==> src/rtl/relm_uart_pkg.sv <==
// Shared constants and state encodings for the relm UART I/O peripheral.
package relm_uart_pkg;

  localparam int ST_RXV   = 0;
  localparam int ST_TXHV  = 1;
  localparam int ST_TXACT = 2;
  localparam int ST_OVR   = 3;
  localparam int ST_FRM   = 4;

  localparam int CMD_READ = 0;
  localparam int CMD_CLR  = 1;

  typedef enum logic [1:0] {
    TX_IDLE,
    TX_START,
    TX_DATA,
    TX_STOP
  } tx_state_e;

  typedef enum logic [2:0] {
    RX_IDLE,
    RX_START,
    RX_DATA,
    RX_STOP,
    RX_WAIT
  } rx_state_e;

endpackage

==> src/rtl/relm_uart_if.sv <==
// PE-facing PUSH/POP bus in the {flag, data} WD+1 word format.
interface relm_uart_if #(
  parameter int WD = 32
);
  logic [WD:0] push_d;
  logic        push_retry;
  logic [WD:0] pop_d;
  logic [WD:0] pop_q;

  modport master (output push_d, output pop_d, input push_retry, input pop_q);
  modport slave  (input push_d, input pop_d, output push_retry, output pop_q);
endinterface

==> src/rtl/relm_uart_rx.sv <==
// 8N1 receiver: rxd synchronizer, mid-bit sampling FSM, one-cycle done/ferr pulses.
module relm_uart_rx
  import relm_uart_pkg::*;
#(
  parameter int CLKDIV = 434
) (
  input  logic       clk,
  input  logic       rst_n,
  input  logic       rxd,
  output logic [7:0] rx_byte,
  output logic       done,
  output logic       ferr
);

  localparam int CW = $clog2(CLKDIV);
  localparam logic [CW-1:0] BIT_LAST  = CW'(CLKDIV - 1);
  localparam logic [CW-1:0] HALF_LAST = CW'(CLKDIV / 2 - 1);

  logic          sync1, sync2;
  rx_state_e     state, nxt;
  logic [CW-1:0] cnt, cnt_n;
  logic [2:0]    bitcnt, bitcnt_n;
  logic [7:0]    sh;
  logic          shift_en;

  always_ff @(posedge clk or negedge rst_n) begin
    if (!rst_n) begin
      sync1  <= 1'b1;
      sync2  <= 1'b1;
      state  <= RX_IDLE;
      cnt    <= '0;
      bitcnt <= '0;
    end else begin
      sync1  <= rxd;
      sync2  <= sync1;
      state  <= nxt;
      cnt    <= cnt_n;
      bitcnt <= bitcnt_n;
    end
  end

  always_ff @(posedge clk) begin
    if (shift_en) sh <= {sync2, sh[7:1]};
  end

  // Start edge waits half a bit so every later sample lands mid-bit.
  always_comb begin
    nxt      = state;
    cnt_n    = cnt;
    bitcnt_n = bitcnt;
    shift_en = 1'b0;
    done     = 1'b0;
    ferr     = 1'b0;
    case (state)
      RX_IDLE: begin
        if (!sync2) begin
          nxt   = RX_START;
          cnt_n = HALF_LAST;
        end
      end
      RX_START: begin
        if (cnt == '0) begin
          if (!sync2) begin
            nxt      = RX_DATA;
            cnt_n    = BIT_LAST;
            bitcnt_n = '0;
          end else begin
            nxt = RX_IDLE;
          end
        end else begin
          cnt_n = cnt - 1'b1;
        end
      end
      RX_DATA: begin
        if (cnt == '0) begin
          shift_en = 1'b1;
          cnt_n    = BIT_LAST;
          if (bitcnt == 3'd7) nxt = RX_STOP;
          else bitcnt_n = bitcnt + 3'd1;
        end else begin
          cnt_n = cnt - 1'b1;
        end
      end
      RX_STOP: begin
        if (cnt == '0) begin
          if (sync2) begin
            done = 1'b1;
            nxt  = RX_IDLE;
          end else begin
            ferr = 1'b1;
            nxt  = RX_WAIT;
          end
        end else begin
          cnt_n = cnt - 1'b1;
        end
      end
      RX_WAIT: begin
        if (sync2) nxt = RX_IDLE;
      end
      default: nxt = RX_IDLE;
    endcase
  end

  assign rx_byte = sh;

endmodule

==> src/rtl/relm_uart_io.sv <==
// UART peripheral on the relm PUSH/POP ports: PUSH feeds the transmitter, POP reads RX data or status.
module relm_uart_io
  import relm_uart_pkg::*;
#(
  parameter int WD     = 32,
  parameter int CLKDIV = 434
) (
  input  logic         clk,
  input  logic         rst_n,
  relm_uart_if.slave   bus,
  output logic         txd,
  input  logic         rxd
);

  localparam int CW = $clog2(CLKDIV);
  localparam logic [CW-1:0] BIT_LAST = CW'(CLKDIV - 1);

  tx_state_e     tx_state, tx_nxt;
  logic [CW-1:0] tx_cnt, tx_cnt_n;
  logic [2:0]    tx_bit, tx_bit_n;
  logic [7:0]    tx_sh, tx_sh_n;
  logic [7:0]    tx_hold;
  logic          tx_hv, tx_load, tx_active;
  logic          push_acc;

  logic [7:0]    rx_hold, rx_byte;
  logic          rx_v, ovr, frm;
  logic          rx_done, rx_ferr;
  logic          rd_take, st_clr, rx_store;
  logic [WD-1:0] status;
  logic          unused_ok;

  relm_uart_rx #(.CLKDIV(CLKDIV)) u_rx (
    .clk     (clk),
    .rst_n   (rst_n),
    .rxd     (rxd),
    .rx_byte (rx_byte),
    .done    (rx_done),
    .ferr    (rx_ferr)
  );

  assign push_acc  = bus.push_d[WD] & ~tx_hv;
  assign rd_take   = bus.pop_d[WD] & bus.pop_d[CMD_READ] & rx_v;
  assign st_clr    = bus.pop_d[WD] & ~bus.pop_d[CMD_READ] & bus.pop_d[CMD_CLR];
  assign rx_store  = rx_done & (~rx_v | rd_take);
  assign tx_active = (tx_state != TX_IDLE);
  assign bus.push_retry = tx_hv;
  assign unused_ok = ^{bus.push_d[WD-1:8], bus.pop_d[WD-1:2]};

  always_ff @(posedge clk or negedge rst_n) begin
    if (!rst_n) begin
      tx_state <= TX_IDLE;
      tx_cnt   <= '0;
      tx_bit   <= '0;
      tx_hv    <= 1'b0;
      rx_v     <= 1'b0;
      ovr      <= 1'b0;
      frm      <= 1'b0;
    end else begin
      tx_state <= tx_nxt;
      tx_cnt   <= tx_cnt_n;
      tx_bit   <= tx_bit_n;
      if (push_acc)     tx_hv <= 1'b1;
      else if (tx_load) tx_hv <= 1'b0;
      // A byte landing on the same edge as a consuming read refills rx_v.
      if (rx_store)     rx_v <= 1'b1;
      else if (rd_take) rx_v <= 1'b0;
      if (rx_done && rx_v && !rd_take) ovr <= 1'b1;
      else if (st_clr)                 ovr <= 1'b0;
      if (rx_ferr)     frm <= 1'b1;
      else if (st_clr) frm <= 1'b0;
    end
  end

  always_ff @(posedge clk) begin
    tx_sh <= tx_sh_n;
    if (push_acc) tx_hold <= bus.push_d[7:0];
    if (rx_store) rx_hold <= rx_byte;
  end

  // STOP reloads straight into START when a byte is waiting, so frames abut.
  always_comb begin
    tx_nxt   = tx_state;
    tx_cnt_n = tx_cnt;
    tx_bit_n = tx_bit;
    tx_sh_n  = tx_sh;
    tx_load  = 1'b0;
    case (tx_state)
      TX_IDLE: begin
        if (tx_hv) tx_load = 1'b1;
      end
      TX_START: begin
        if (tx_cnt == '0) begin
          tx_nxt   = TX_DATA;
          tx_cnt_n = BIT_LAST;
          tx_bit_n = '0;
        end else begin
          tx_cnt_n = tx_cnt - 1'b1;
        end
      end
      TX_DATA: begin
        if (tx_cnt == '0) begin
          tx_cnt_n = BIT_LAST;
          tx_sh_n  = {1'b0, tx_sh[7:1]};
          if (tx_bit == 3'd7) tx_nxt = TX_STOP;
          else tx_bit_n = tx_bit + 3'd1;
        end else begin
          tx_cnt_n = tx_cnt - 1'b1;
        end
      end
      TX_STOP: begin
        if (tx_cnt == '0) begin
          if (tx_hv) tx_load = 1'b1;
          else tx_nxt = TX_IDLE;
        end else begin
          tx_cnt_n = tx_cnt - 1'b1;
        end
      end
      default: tx_nxt = TX_IDLE;
    endcase
    if (tx_load) begin
      tx_nxt   = TX_START;
      tx_cnt_n = BIT_LAST;
      tx_sh_n  = tx_hold;
    end
  end

  always_comb begin
    txd = 1'b1;
    case (tx_state)
      TX_START: txd = 1'b0;
      TX_DATA:  txd = tx_sh[0];
      default:  txd = 1'b1;
    endcase
  end

  always_comb begin
    status           = '0;
    status[ST_RXV]   = rx_v;
    status[ST_TXHV]  = tx_hv;
    status[ST_TXACT] = tx_active;
    status[ST_OVR]   = ovr;
    status[ST_FRM]   = frm;
    if (bus.pop_d[CMD_READ]) begin
      if (rx_v) bus.pop_q = {1'b0, {(WD-8){1'b0}}, rx_hold};
      else      bus.pop_q = {1'b1, {WD{1'b0}}};
    end else begin
      bus.pop_q = {1'b0, status};
    end
  end

endmodule

==> src/flat_wrapper.sv <==
// flat-port wrapper written by rule: the top's interface ports become plain ports
module relm_uart_io_flat import relm_uart_pkg::*;
#(
  parameter int WD     = 32,
  parameter int CLKDIV = 434
)
  (clk, rst_n, txd, rxd, bus_push_d, bus_pop_d, bus_push_retry, bus_pop_q);
  relm_uart_if #(.WD(WD)) bus_i ();
  input  logic clk;
  input  logic rst_n;
  output logic txd;
  input  logic rxd;
  input wire logic [$bits(bus_i.push_d)-1:0] bus_push_d;
  input wire logic [$bits(bus_i.pop_d)-1:0] bus_pop_d;
  output wire logic [$bits(bus_i.push_retry)-1:0] bus_push_retry;
  output wire logic [$bits(bus_i.pop_q)-1:0] bus_pop_q;
  assign bus_i.push_d = bus_push_d;
  assign bus_i.pop_d = bus_pop_d;
  assign bus_push_retry = bus_i.push_retry;
  assign bus_pop_q = bus_i.pop_q;
  relm_uart_io #(.WD(WD), .CLKDIV(CLKDIV)) u_core (.clk(clk), .rst_n(rst_n), .bus(bus_i), .txd(txd), .rxd(rxd));
endmodule
==> config.mk <==
export PLATFORM = sky130hd
export DESIGN_NAME = relm_uart_io_flat
export DESIGN_NICKNAME = d
export VERILOG_FILES = /design/src/rtl/relm_uart_pkg.sv /design/src/rtl/relm_uart_if.sv /design/src/rtl/relm_uart_rx.sv /design/src/rtl/relm_uart_io.sv /design/src/flat_wrapper.sv
export SDC_FILE = /design/constraint.sdc
export NUM_CORES = 1
export LEC_CHECK = 0
export BUFFER_PORTS_ARGS = -buffer_cell sky130_fd_sc_hd__clkbuf_2
export CAP_MARGIN = 5
export CORE_UTILIZATION = 37
export CTS_CLUSTER_DIAMETER = 100
export DETAILED_ROUTE_END_ITERATION = 7
export SYNTH_ARGS = -nofsm -noshare
export SYNTH_HDL_FRONTEND = slang
export SYNTH_HIERARCHICAL = 1
export SYNTH_SLANG_ARGS = --single-unit
==> constraint.sdc <==
create_clock -name clk -period 3.3 [get_ports clk]
set_input_delay 0.33 -clock clk [delete_from_list [all_inputs] [get_ports clk]]
set_output_delay 0.33 -clock clk [all_outputs]
set_load 0.05 [all_outputs]
==> results.txt, run 1 <==
The power density over the cells is 665 nW/µm². After detailed routing, the number of vias per cell comes to roughly 5.2. The clock net in this run drives a total of 67 sinks. The via count of the first global-routing pass is ~2,400. At the worst endpoint, the required time is ~3.4 ns.

For this design the top-level I/O count stands at roughly 100. By area the synthesized netlist is led by sky130_fd_sc_hd__edfxtp_1, sky130_fd_sc_hd__dfrtp_1, sky130_fd_sc_hd__buf_4. Hold repair after CTS inserted 0 buffers.

The worst setup path is launched from a register. The x dimension of the die came out at 102 µm. The count of flip-flops with a built-in enable after synthesis came out at 32. The number of cells upsized or downsized after cts came out at 0. The wire length reported by the detailed router came out at between 6000 and 7000 µm. The tightest min-delay check is of the in -> reg type. The flow ran to the end, and the final reports show no timing, DRC or antenna violations.

The number of rows created at floorplan is 36. The number of levels the H-tree was split into is 3. The total of flip-flops plus latches after synthesis is 67. The biggest area contributor in the post-synthesis netlist is sky130_fd_sc_hd__edfxtp_1.

The synthesized area per cell is 10.9 µm². Clock skew on the completed layout was measured at 0.0100 ns. Summing every instance area after synthesis gives about 3700 µm². Static timing analysis puts the maximum clock frequency at about 390 MHz. The cell count after synthesis came out at around 340. The fraction of layout cells with a size suffix above 1 came out at a little over a fifth. The commonest cells after synthesis are sky130_fd_sc_hd__dfrtp_1, sky130_fd_sc_hd__edfxtp_1, sky130_fd_sc_hd__buf_4. The initial antenna violation count is 0. The final routed DRC violation total is 0.

The final net count came out at about 450. The worst setup path is captured at a register. The initial standard-cell utilization of the core is 38.1%. The remaining global-route overflow is 0.

The final critical-path share of the clock period is about 77%. The arrival time of the worst setup path came out at ~2.6 ns. The TritonCTS clock tree is yes.

The maximum fanout encountered on the critical timing path came out at 8. Setup violations remaining at the end of the flow were counted as 0. The total CTS buffers came out at 9.

In this run the standard cell core region covers 9730 µm². The area growth from synthesis to final layout came out at 9.49%. The worst-skew pair later-pin latency came out at around 0.34 ns. The area after detailed placement is 3880 µm². The leakage power summed over all cells is between 1.5 and 2 nW.

The critical path class is reg -> reg. The number of routed nets with antenna violations came out at 0. The final weighted congestion in routability-driven placement came out at between 0.8 and 0.9. The final hold slack is roughly 0.065 ns.

Clock-pin slew was measured on the worst setup and hold paths at approximately 0.080 ns. The clock tree root driver cell is sky130_fd_sc_hd__clkbuf_8. The count of distinct cell types in the synthesized netlist is 75. The worst slack after detailed placement came out at between 0.7 and 0.8 ns. The first-iteration detailed-routing DRC count is approximately 120. In this run the post-CTS setup repair buffer count came out at 0. Summing over every cut layer, the via total after detailed routing is between 2,000 and 3,000. The finished cells cover a little over 4000 µm². The worst vdd rail ir drop is about 0.25 mV. The detailed-routing iteration count for the pre-antenna-repair pass came out at 4.

The wire length of the first global-routing pass came out at about 12,000 µm. The die area is 10,400 µm². The setup TNS came out at 0 ns.

The utilization after layout is between 40% and 50%. The predominant post-synthesis flop cell is sky130_fd_sc_hd__dfrtp_1. Subtracting the final worst setup slack from the clock period gives ~2.6 ns. The filler-free cell count of the finished design came out at 504. The max-slew headroom at the worst pin is 40.5%. The final max-slew violation count is 0.

The slack of the critical path is 0.743 ns. The count of antenna diodes in the layout came out at 0. Summing internal, switching and leakage power gives about 2.7 mW. The measured slew at the worst slew-check pin came out at ~0.89 ns.

The chip height came out at slightly above 100 µm. The pin count of the biggest net entering global routing came out at 36. Dividing the detail-routed wire length by the instance count gives 13.6 µm.

Setup repair after global routing left no endpoint under its margin. The fraction of the yosys area taken by sequential cells is 49.6%. The Yosys step of the flow raised 6 warnings. In this run the biggest area consumer among cell types represents roughly a quarter of the synthesized area. The number of placed instances, taps included, is roughly 500.

The number of violations of the max-capacitance limit is 0. The count of input and output buffers is 25. Global routing used between 10% and 20% of the available tracks across all layers. The final number of hold-violating endpoints is 0.

In this run the deepest clock path goes through 2 buffers. Yosys instantiated no cell more often than sky130_fd_sc_hd__dfrtp_1. Detailed placement finished with a half-perimeter wire length of 4750 µm. The fraction of registers with async set/reset is a little over half.
## sequential cells by signal (all words and copies together) (netlist names)
name	flops
u_core/bus.push_retry	1
u_core/frm	1
u_core/ovr	1
u_core/rx_hold	8
u_core/rx_v	1
u_core/tx_bit	3
u_core/tx_cnt	9
u_core/tx_hold	8
u_core/tx_sh	8
u_core/tx_state	2
u_core/u_rx/bitcnt	3
u_core/u_rx/cnt	9
u_core/u_rx/rx_byte	8
u_core/u_rx/state	3
u_core/u_rx/sync1	1
u_core/u_rx/sync2	1
## power breakdown
group	switching, mW	internal [mW]
clock	0.343	0.276
sequential	0.0924	1.01
combinational	0.598	0.373
## cell type report
type / count / area (µm²)
tap: 133 / 166
multi-input combinational: 236 / 1630
clock inverter: 7 / 52.6
clock buffer: 9 / 124
inverter: 22 / 82.6
timing repair buffer: 30 / 163
sequential: 67 / 1840
fill: 949 / 5670
## placed cells by master, fill, tap and decap left out, drive strengths merged, types with 3 or more instances in the layout
| cell type | Yosys | final |
|---|---|---|
| o21bai | 3 | 3 |
| nor2 | 16 | 16 |
| or4 | 3 | 3 |
| a21oi | 14 | 14 |
| nand2b | 4 | 4 |
| nand3b | 3 | 3 |
| nor3 | 12 | 12 |
| conb | 1 | 24 |
| or3 | 8 | 8 |
| a211oi | 3 | 3 |
| inv | 22 | 24 |
| and3 | 4 | 4 |
| o21ai | 17 | 17 |
| mux2i | 4 | 4 |
| ha | 11 | 11 |
| mux2 | 11 | 11 |
| o211ai | 3 | 3 |
| nor4 | 4 | 4 |
| clkbuf | 8 | 34 |
| nor2b | 5 | 5 |
| edfxtp | 32 | 32 |
| a22o | 4 | 4 |
| o22a | 3 | 3 |
| buf | 29 | 5 |
| o22ai | 4 | 4 |
| a221oi | 4 | 4 |
| dfrtp | 33 | 33 |
| a31oi | 7 | 7 |
| nand2 | 22 | 22 |
| a21o | 5 | 5 |
| nand3 | 7 | 7 |
| clkinvlp | 0 | 4 |
## final timing paths
check,from,to,slack (ns),depth (start not counted)
setup / recovery,u_core/u_rx/cnt[0],u_core/rx_hold[2],0.74,9
hold / removal,rxd,u_core/u_rx/sync1,0.07,1
setup reg to reg,u_core/u_rx/cnt[0],u_core/rx_hold[2],0.74,9
hold reg to reg,u_core/u_rx/sync1,u_core/u_rx/sync2,0.36,0
max in group asynchronous,rst_n,u_core/rx_v,2.64,1
min in group asynchronous,rst_n,u_core/u_rx/cnt[7],0.10,1
## layer usage
layer	track usage, %	vias to the layer above	wire [µm]
met1	19.8	1255	3180
met4	5.60	0	88
li1	-	1270	-
met5	0	-	0
met3	4.99	8	382
met2	21.9	90	3200
## cells by family after synthesis
group | share of synthesized area [%]
AOI/OAI and AO/OA | 17.2
xor gates and xnor gates | 0.236
adders and majority gates | 3.71
buffers and inverters | 8.71
DFF | 49.6
muxes | 4.63
other | 0.101
and+or+nand+nor | 15.8
## critical path: stages, from the launching register on
cell	delay, ns
sky130_fd_sc_hd__dfrtp_1	0.45
sky130_fd_sc_hd__inv_1	0.12
sky130_fd_sc_hd__ha_1	0.17
sky130_fd_sc_hd__nor4b_2	0.18
sky130_fd_sc_hd__buf_4	0.19
sky130_fd_sc_hd__nand2_1	0.09
sky130_fd_sc_hd__or3_1	0.39
sky130_fd_sc_hd__nor2_1	0.23
sky130_fd_sc_hd__a21boi_0	0.23
sky130_fd_sc_hd__buf_4	0.21
(Power assumes the default switching activity.)
==> run 2: changes to the inputs <==
clock period = 2.1 ns   (was 3.3 ns; I/O delays follow)
==> results.txt, run 2 (same netlist as run 1, synthesis figures left out) <==
The clock net sink count came out at between 60 and 70. For this configuration, the core starts out at a cell density of approximately two fifths. The clock transition time at the flip-flop clock pins of the worst setup and hold paths is about 0.08 ns. The worst slack after detailed placement is -0.00708 ns. In this run the static leakage power is between 1.5 and 2 nW. The count of input and output buffers came out at 25. The average wire length per cell after detail routing came out at about 14 µm. The power density over the cells came out at about 1100 nW/µm². In the layout the commonest cells are sky130_fd_sc_hd__buf_4, sky130_fd_sc_hd__edfxtp_1, sky130_fd_sc_hd__dfrtp_1. In this run the core area contains 36 standard-cell rows.

After floorplanning, the core was sized to cover approximately 9700 µm². Of the cells placed in the final design, the portion with a size suffix greater than 1 is 31.6%. The cell with the largest stage delay on the worst path is sky130_fd_sc_hd__dfrtp_1. The worst-skew pair later-pin latency came out at 0.33 ns. The via count of the first global-routing pass came out at between 2,000 and 3,000.

The maximum buffer depth of the clock tree is 2. The count of antenna diodes in the layout is 0. Entering global routing, the biggest net connects 25 pins. The die is ~100 µm wide. The floorplan step set the die height to a little over 100 µm. The final max-slew violation count is 0. The power share of the clock group is a little under a quarter. The first-iteration detailed-routing DRC count is 137. The power dissipated by switching net loads came out at about 1.7 mW.

The number of levels the H-tree was split into came out at 3. Setup violations remaining at the end of the flow were counted as 0. The wire length of the first global-routing pass is 12,000 µm. The maximum fanout encountered on the critical timing path came out at 8.

Setup repair after global routing could not meet its margin everywhere. The cell internal power dissipation is between 3 and 4 mW. The measured slew at the worst slew-check pin came out at 0.648 ns. The largest registers in the layout are u_core/tx_cnt: 9 flops, u_core/u_rx/cnt: 9 flops. Net switching is around a third of the power.

The number of violations of the max-capacitance limit came out at 0. The first detailed-routing pass ran for 5 iterations. The final weighted congestion in routability-driven placement came out at 0.821. The number of routed nets with antenna violations is 0. The hold path depth came out at 1. The total overflow left after global routing is 0. The worst clock skew is ~0.010 ns. The path class of the lowest-slack min-delay path is in -> reg. The flow ran to the end, and the final reports show no timing, DRC or antenna violations.

The delay contributed by the slowest stage of the critical path is 0.40 ns. The worst setup path is launched from a register. The signal on the critical path passes through inv_2 -> ha_4 -> nor4b_4 -> nand2_1 -> or3_4 -> nor2_4 -> a21boi_4. The die area came out at between 10,000 and 15,000 µm².

After legalization and detailed placement, the total HPWL measured about 5200 µm. The final critical-path share of the clock period is between 90% and 100%. The kind of end point of the critical path is a register. Of the total power, combinational logic draws about 40%.

The area growth from synthesis to final layout is 21.7%. The critical path data required time is about 2.1 ns. The total CTS buffers came out at 9. Once layout is done, the placed cells without fillers occupy roughly 4500 µm².

The setup TNS is 0 ns. The all-layer global routing usage is 14.9%. At the end of the flow, the number of nets in the layout was ~500. The leading cell type in the layout, fill and taps excluded is sky130_fd_sc_hd__buf_4. The initial antenna violation count came out at 0. The logic depth of the worst register-to-register path came out at 7. The time the final worst path needs with I/O delays and setup is between 2 and 2.5 ns. The wire length reported by the detailed router came out at between 7000 and 8000 µm. The filler-free cell count of the finished design is 544. The final routed DRC violation total is 0. The routed via count is around 2,800. The worst setup path is of the reg -> reg kind. The placed instances occupy a cell area of around 4200 µm².

Measured against its own limit, the worst slew margin works out to approximately 57%. The ratio of routed vias to standard cells came out at slightly above 5. The sequential cell fraction of total power is between 30% and 40%. The TritonCTS clock tree is yes.

The post-placement cell count came out at approximately 520. The slack of the critical path came out at approximately 0.044 ns. The arrival time of the worst setup path is around 2.1 ns. The final number of hold-violating endpoints is 0. VDD sags by at most a little over 0.4 mV.

The number of I/O pins came out at around 100. The clock tree root driver cell is sky130_fd_sc_hd__clkbuf_8. The upper clock frequency limit is about 500 MHz.
run 2: cell types whose count changed in the layout (fill, tap and decap cells not counted), moves of 3 or more:
cell,change
sky130_fd_sc_hd__ha_1,-3
sky130_fd_sc_hd__inv_1,-4
sky130_fd_sc_hd__inv_2,+4
sky130_fd_sc_hd__clkbuf_8,+3
sky130_fd_sc_hd__buf_4,+36
run 2: worst paths after layout:
| check | endpoint | slack (ns) | start |
|---|---|---|---|
| max in group asynchronous | u_core/u_rx/sync1 | 1.03 | rst_n |
| min in group asynchronous | u_core/tx_cnt[8] | 0.43 | rst_n |
| setup / recovery | u_core/rx_hold[6] | 0.04 | u_core/u_rx/cnt[1] |
| setup reg to reg | u_core/rx_hold[6] | 0.04 | u_core/u_rx/cnt[1] |
| hold / removal | u_core/tx_hold[0] | 0.05 | bus_push_d[0] |
| hold reg to reg | u_core/u_rx/sync2 | 0.36 | u_core/u_rx/sync1 |
run 2: stage by stage:
step	power, mW	hold WS (ns)	util, %
2_1_floorplan	3.07	-0.0856	-
3_3_place_gp	3.49	0.273	43.0
3_5_place_dp	3.53	0.277	43.0
4_1_cts	4.70	0.0304	45.4
5_1_grt	5.08	0.0325	46.3
6_report	4.78	0.0495	46.3
run 2: cell type report:
class                   count  area [µm²]
flip-flops and latches     67        1840
clock inverters             3        45.0
fillers                   893        5220
repair buffers             70         498
well taps                 133         166
clock buffers              13         169
multi-input cells         236        1710
inverters                  22        82.6
run 2: critical path: cells and delay by family (launching register included):
kind,cells,cell delay (ns)
flip-flops,1,0.40
buffers and inverters,1,0.09
AO/OA/AOI/OAI,1,0.32
AND/OR/NAND/NOR,4,0.80
adder cells (fa/ha/maj),1,0.13
run 2: what timing repair did:
action	CTS	global route
endpoints found under the hold margin	23	0
gates resized for setup	2	2
setup buffers	0	8
cloned	0	1
hold buffers	2	0
setup endpoints to repair	17	25
pin swaps	0	3
run 2: power groups by stage:
stage | Combinational [mW] | Clock (mW) | Sequential, mW
2_1_floorplan | 1.33 | 0 | 1.74
5_1_grt | 2.10 | 1.23 | 1.75
3_5_place_dp | 1.78 | 0 | 1.75
3_3_place_gp | 1.75 | 0 | 1.74
4_1_cts | 1.80 | 1.18 | 1.72
6_report | 1.92 | 1.14 | 1.73
run 2: routing by layer:
layer  global-route usage [%]  part of all wire (%)
met4                     5.71                   1.0
met5                        0                     0
met2                     23.0                    47
met1                     20.1                    48
met3                     3.76                   3.4
==> run 3: changes to the inputs <==
ABC_AREA = 1   (was default)
==> results.txt, run 3 <==
The run finished with clean final reports. The post-CTS repair timing setup buffer count is 0. Between clock sinks in the finished design, the worst skew comes to 0.00862 ns. The analysis attributes to cell leakage a power of just under 2 nW. The cell area after layout is between 4000 and 5000 µm². The number of synthesis warnings is 6.

In this run the power density over the cells is between 600 and 700 nW/µm². The count of antenna diodes in the layout is 0. The startpoint of the worst hold path is bus_push_d[5]. In the global route stage, overall resource usage came out at between 10 and 15%. The upper clock frequency limit is 521 MHz. The arrival time of the worst setup path is between 1.5 and 2 ns. The tool flagged a number of max-cap violations equal to 0. After detailed placement, the total cell area comes to 3800 µm². The x dimension of the die is about 100 µm. The final max-slew violation count came to 0. Each instance of the synthesized netlist takes up on average 9.17 µm². After the first detailed-routing iteration, the DRC count stood at 88. The layer with the highest usage after global routing is met2. The fraction of layout cells with a size suffix above 1 came out at between 10% and 20%. In the synthesized netlist the dominant register cell turns out to be sky130_fd_sc_hd__dfrtp_1. STA classifies the critical path startpoint as a register. The wire length reported by the detailed router is between 6000 and 7000 µm. In the layout the commonest cells are sky130_fd_sc_hd__nand2_1, sky130_fd_sc_hd__inv_1, sky130_fd_sc_hd__nor2_1.

The portion of synthesized cell area occupied by the leading cell type is around 27%. The leading cell type in the layout, fill and taps excluded is sky130_fd_sc_hd__nand2_1. The ratio of routed vias to standard cells is ~4.5. The TritonCTS clock tree is yes.

The floorplan step set the die height to 100 µm. The die area came out at ~10,000 µm². The final route contains between 2,000 and 3,000 vias. By instance count, the leading cell after synthesis is sky130_fd_sc_hd__nand2_1.

The number of rows created at floorplan is 35. Once layout is complete, the utilization of the core stands at ~43%. Counting the fill cells in the layout gives 911.

Counting flops with an async set or reset pin after synthesis yields a share of a little over half. The count of distinct cell types in the synthesized netlist came out at 36. The region available for standard cell placement spans between 9000 and 10,000 µm². The maximum fanout encountered on the critical timing path came out at 19.

For this run, design rule violations remaining after detail routing come to 0. The cell area after technology mapping is 3590 µm². Buffers inserted during clock tree synthesis total 9. In the final design database the tool counted 511 nets.

The critical path class is reg -> reg. Setup repair after global routing left no endpoint under its margin. The clock transition time at the flip-flop clock pins of the worst setup and hold paths came out at 0.07 ns. The post-detailed-placement half-perimeter wirelength came out at 4580 µm.

Across the VDD grid, the largest voltage drop is 0.353 mV. The final number of hold-violating endpoints came out at 0. After layout, the worst path uses between 90% and 100% of the clock period.

The library cell occupying the most area in the post-synthesis netlist is sky130_fd_sc_hd__edfxtp_1. Setup violations remaining at the end of the flow were counted as 0. The longest clock path from root to sink contains 2 buffers.

The pin count of the biggest net entering global routing is 22. The clock net sink count is between 60 and 70. The initial antenna violation count came to 0. The total area of sequential cells came out at ~1800 µm². For the final routed database, the setup TNS stands at 0 ns. For met3 alone, demand over resource in global routing was approximately 4.2%. The filler-free cell count of the finished design is ~570. Global routing consumed, on the met2 layer, ~23% of the routing resources. In this run the worst setup path begins at u_core/tx_cnt[0].

The area growth from synthesis to layout is 12.6%. In the final routed layout, each cell accounts on average for 11.1 µm. The routing usage on met1 came out at 16.6%. The wire length of the first global-routing pass came out at between 10,000 and 15,000 µm. The first detailed-routing pass took 4 iterations.

Summing internal, switching and leakage power gives 2.73 mW. The time the final worst path needs with I/O delays and setup is ~1.9 ns. The final weighted congestion in routability-driven placement is roughly 0.79. STA classifies the critical path endpoint as a register.

Data on the critical path is required at its endpoint by between 2 and 2.5 ns. The number of instances in the synthesized netlist is about 400. The number of routed nets with antenna violations came out at 0. The post-placement cell count came out at 547. The count of input and output buffers is 25. The clock tree synthesis step divided the H-tree into 3 levels. The total of flip-flops plus latches after synthesis came out at 67. The fraction of the yosys area taken by sequential cells came out at about half. ~100 I/O pins were placed. The clock tree root driver cell is sky130_fd_sc_hd__clkbuf_8. The min-delay analysis places its worst path in the category in -> reg. In this run the critical register-to-register path is launched from u_core/tx_cnt[0].

The via count of the first global-routing pass is roughly 2,500. The commonest cells after synthesis are sky130_fd_sc_hd__nand2_1, sky130_fd_sc_hd__inv_1, sky130_fd_sc_hd__nor2_1. The multi-input logic area is roughly 1400 µm². After synthesis, the cell types taking the most area are sky130_fd_sc_hd__edfxtp_1, sky130_fd_sc_hd__dfrtp_1, sky130_fd_sc_hd__nand2_1.

The initial standard-cell utilization of the core came out at 38.4%. The remaining global-route overflow came out at 0. In the final layout, the registers with the most flip-flops are u_core/tx_cnt: 9 flops, u_core/u_rx/cnt: 9 flops. The worst-skew pair later-pin latency came out at 0.34 ns. The count of flip-flops with a built-in enable after synthesis is 32.
## run 3: changes by cell type in the layout (fill, tap and decap cells not counted), moves of 5 or more
cell,delta
sky130_fd_sc_hd__nor2_2,+6
sky130_fd_sc_hd__buf_4,-34
sky130_fd_sc_hd__o21ai_0,+9
sky130_fd_sc_hd__a31oi_1,-6
sky130_fd_sc_hd__a21oi_1,-5
sky130_fd_sc_hd__nand3_1,+12
sky130_fd_sc_hd__nand2_2,+5
sky130_fd_sc_hd__nand2_1,+62
sky130_fd_sc_hd__nor2_1,+26
sky130_fd_sc_hd__nand3_2,+7
sky130_fd_sc_hd__nor3_1,-6
sky130_fd_sc_hd__inv_1,+31
sky130_fd_sc_hd__nor2b_1,-5
## run 3: cells by family after synthesis
logic type	count (synthesis)	synth area share (%)
flip-flops	67	51.3
buffers and inverters	80	11.4
multiplexers	7	2.30
AND/OR/NAND/NOR	175	22.3
AO/OA/AOI/OAI	45	7.50
adder cells (fa/ha/maj)	11	3.84
XOR/XNOR	5	1.22
other	1	0.105
## run 3: layout make-up
class | count | share of cell area, %
clock buffers | 10 | 3.16
clock inverters | 6 | 2.20
inverters | 52 | 4.83
multi-input cells | 267 | 35.4
flip-flops and latches | 67 | 45.5
well taps | 129 | 4.00
repair buffers | 34 | 4.89
## run 3: worst max-delay path, stage by stage, from the launching register on
cell                      delay, ns
sky130_fd_sc_hd__dfrtp_1       0.36
sky130_fd_sc_hd__inv_1         0.13
sky130_fd_sc_hd__ha_2          0.23
sky130_fd_sc_hd__nand2_2       0.09
sky130_fd_sc_hd__nor2_4        0.18
sky130_fd_sc_hd__nand3_2       0.08
sky130_fd_sc_hd__nand2_2       0.08
sky130_fd_sc_hd__nand2_4       0.15
sky130_fd_sc_hd__o21ai_0       0.12
sky130_fd_sc_hd__buf_4         0.19
## run 3: repair_timing
action,4_1_cts,5_1_grt
endpoints found under the hold margin,15,0
setup endpoints to repair,0,7
resized for setup,0,2
hold buffers,2,0
## run 3: power breakdown
group          total [mW]  leakage (nW)  switching, mW  internal, mW
Combinational       0.168          1.11          0.146        0.0215
Clock                1.17         0.103          0.501         0.671
Sequential           1.39         0.728        0.00693          1.38
## run 3: worst paths after layout
path	to	slack, ns	depth (start not counted)
max in group asynchronous	u_core/u_rx/sync2	1.07	3
min reg2reg	u_core/u_rx/sync2	0.36	0
max	u_core/tx_sh[3]	0.18	9
min in group asynchronous	u_core/tx_state[0]	0.33	2
max reg2reg	u_core/tx_sh[3]	0.18	9
min	u_core/tx_hold[5]	0.04	1
## run 3: per-layer routing
layer | up-vias | routed length (µm)
met4 | 0 | 13
met1 | 1196 | 2970
met3 | 2 | 226
met2 | 38 | 3060
met5 | - | 0
li1 | 1296 | -
## run 3: per-stage QoR
step / hold slack (ns) / worst slack (ns)
4_1_cts: 0.0216 / 0.133
2_1_floorplan: -0.0856 / 0.0690
6_report: 0.0450 / 0.180
3_5_place_dp: 0.172 / 0.141
5_1_grt: 0.0119 / 0.0173
3_3_place_gp: 0.160 / 0.147
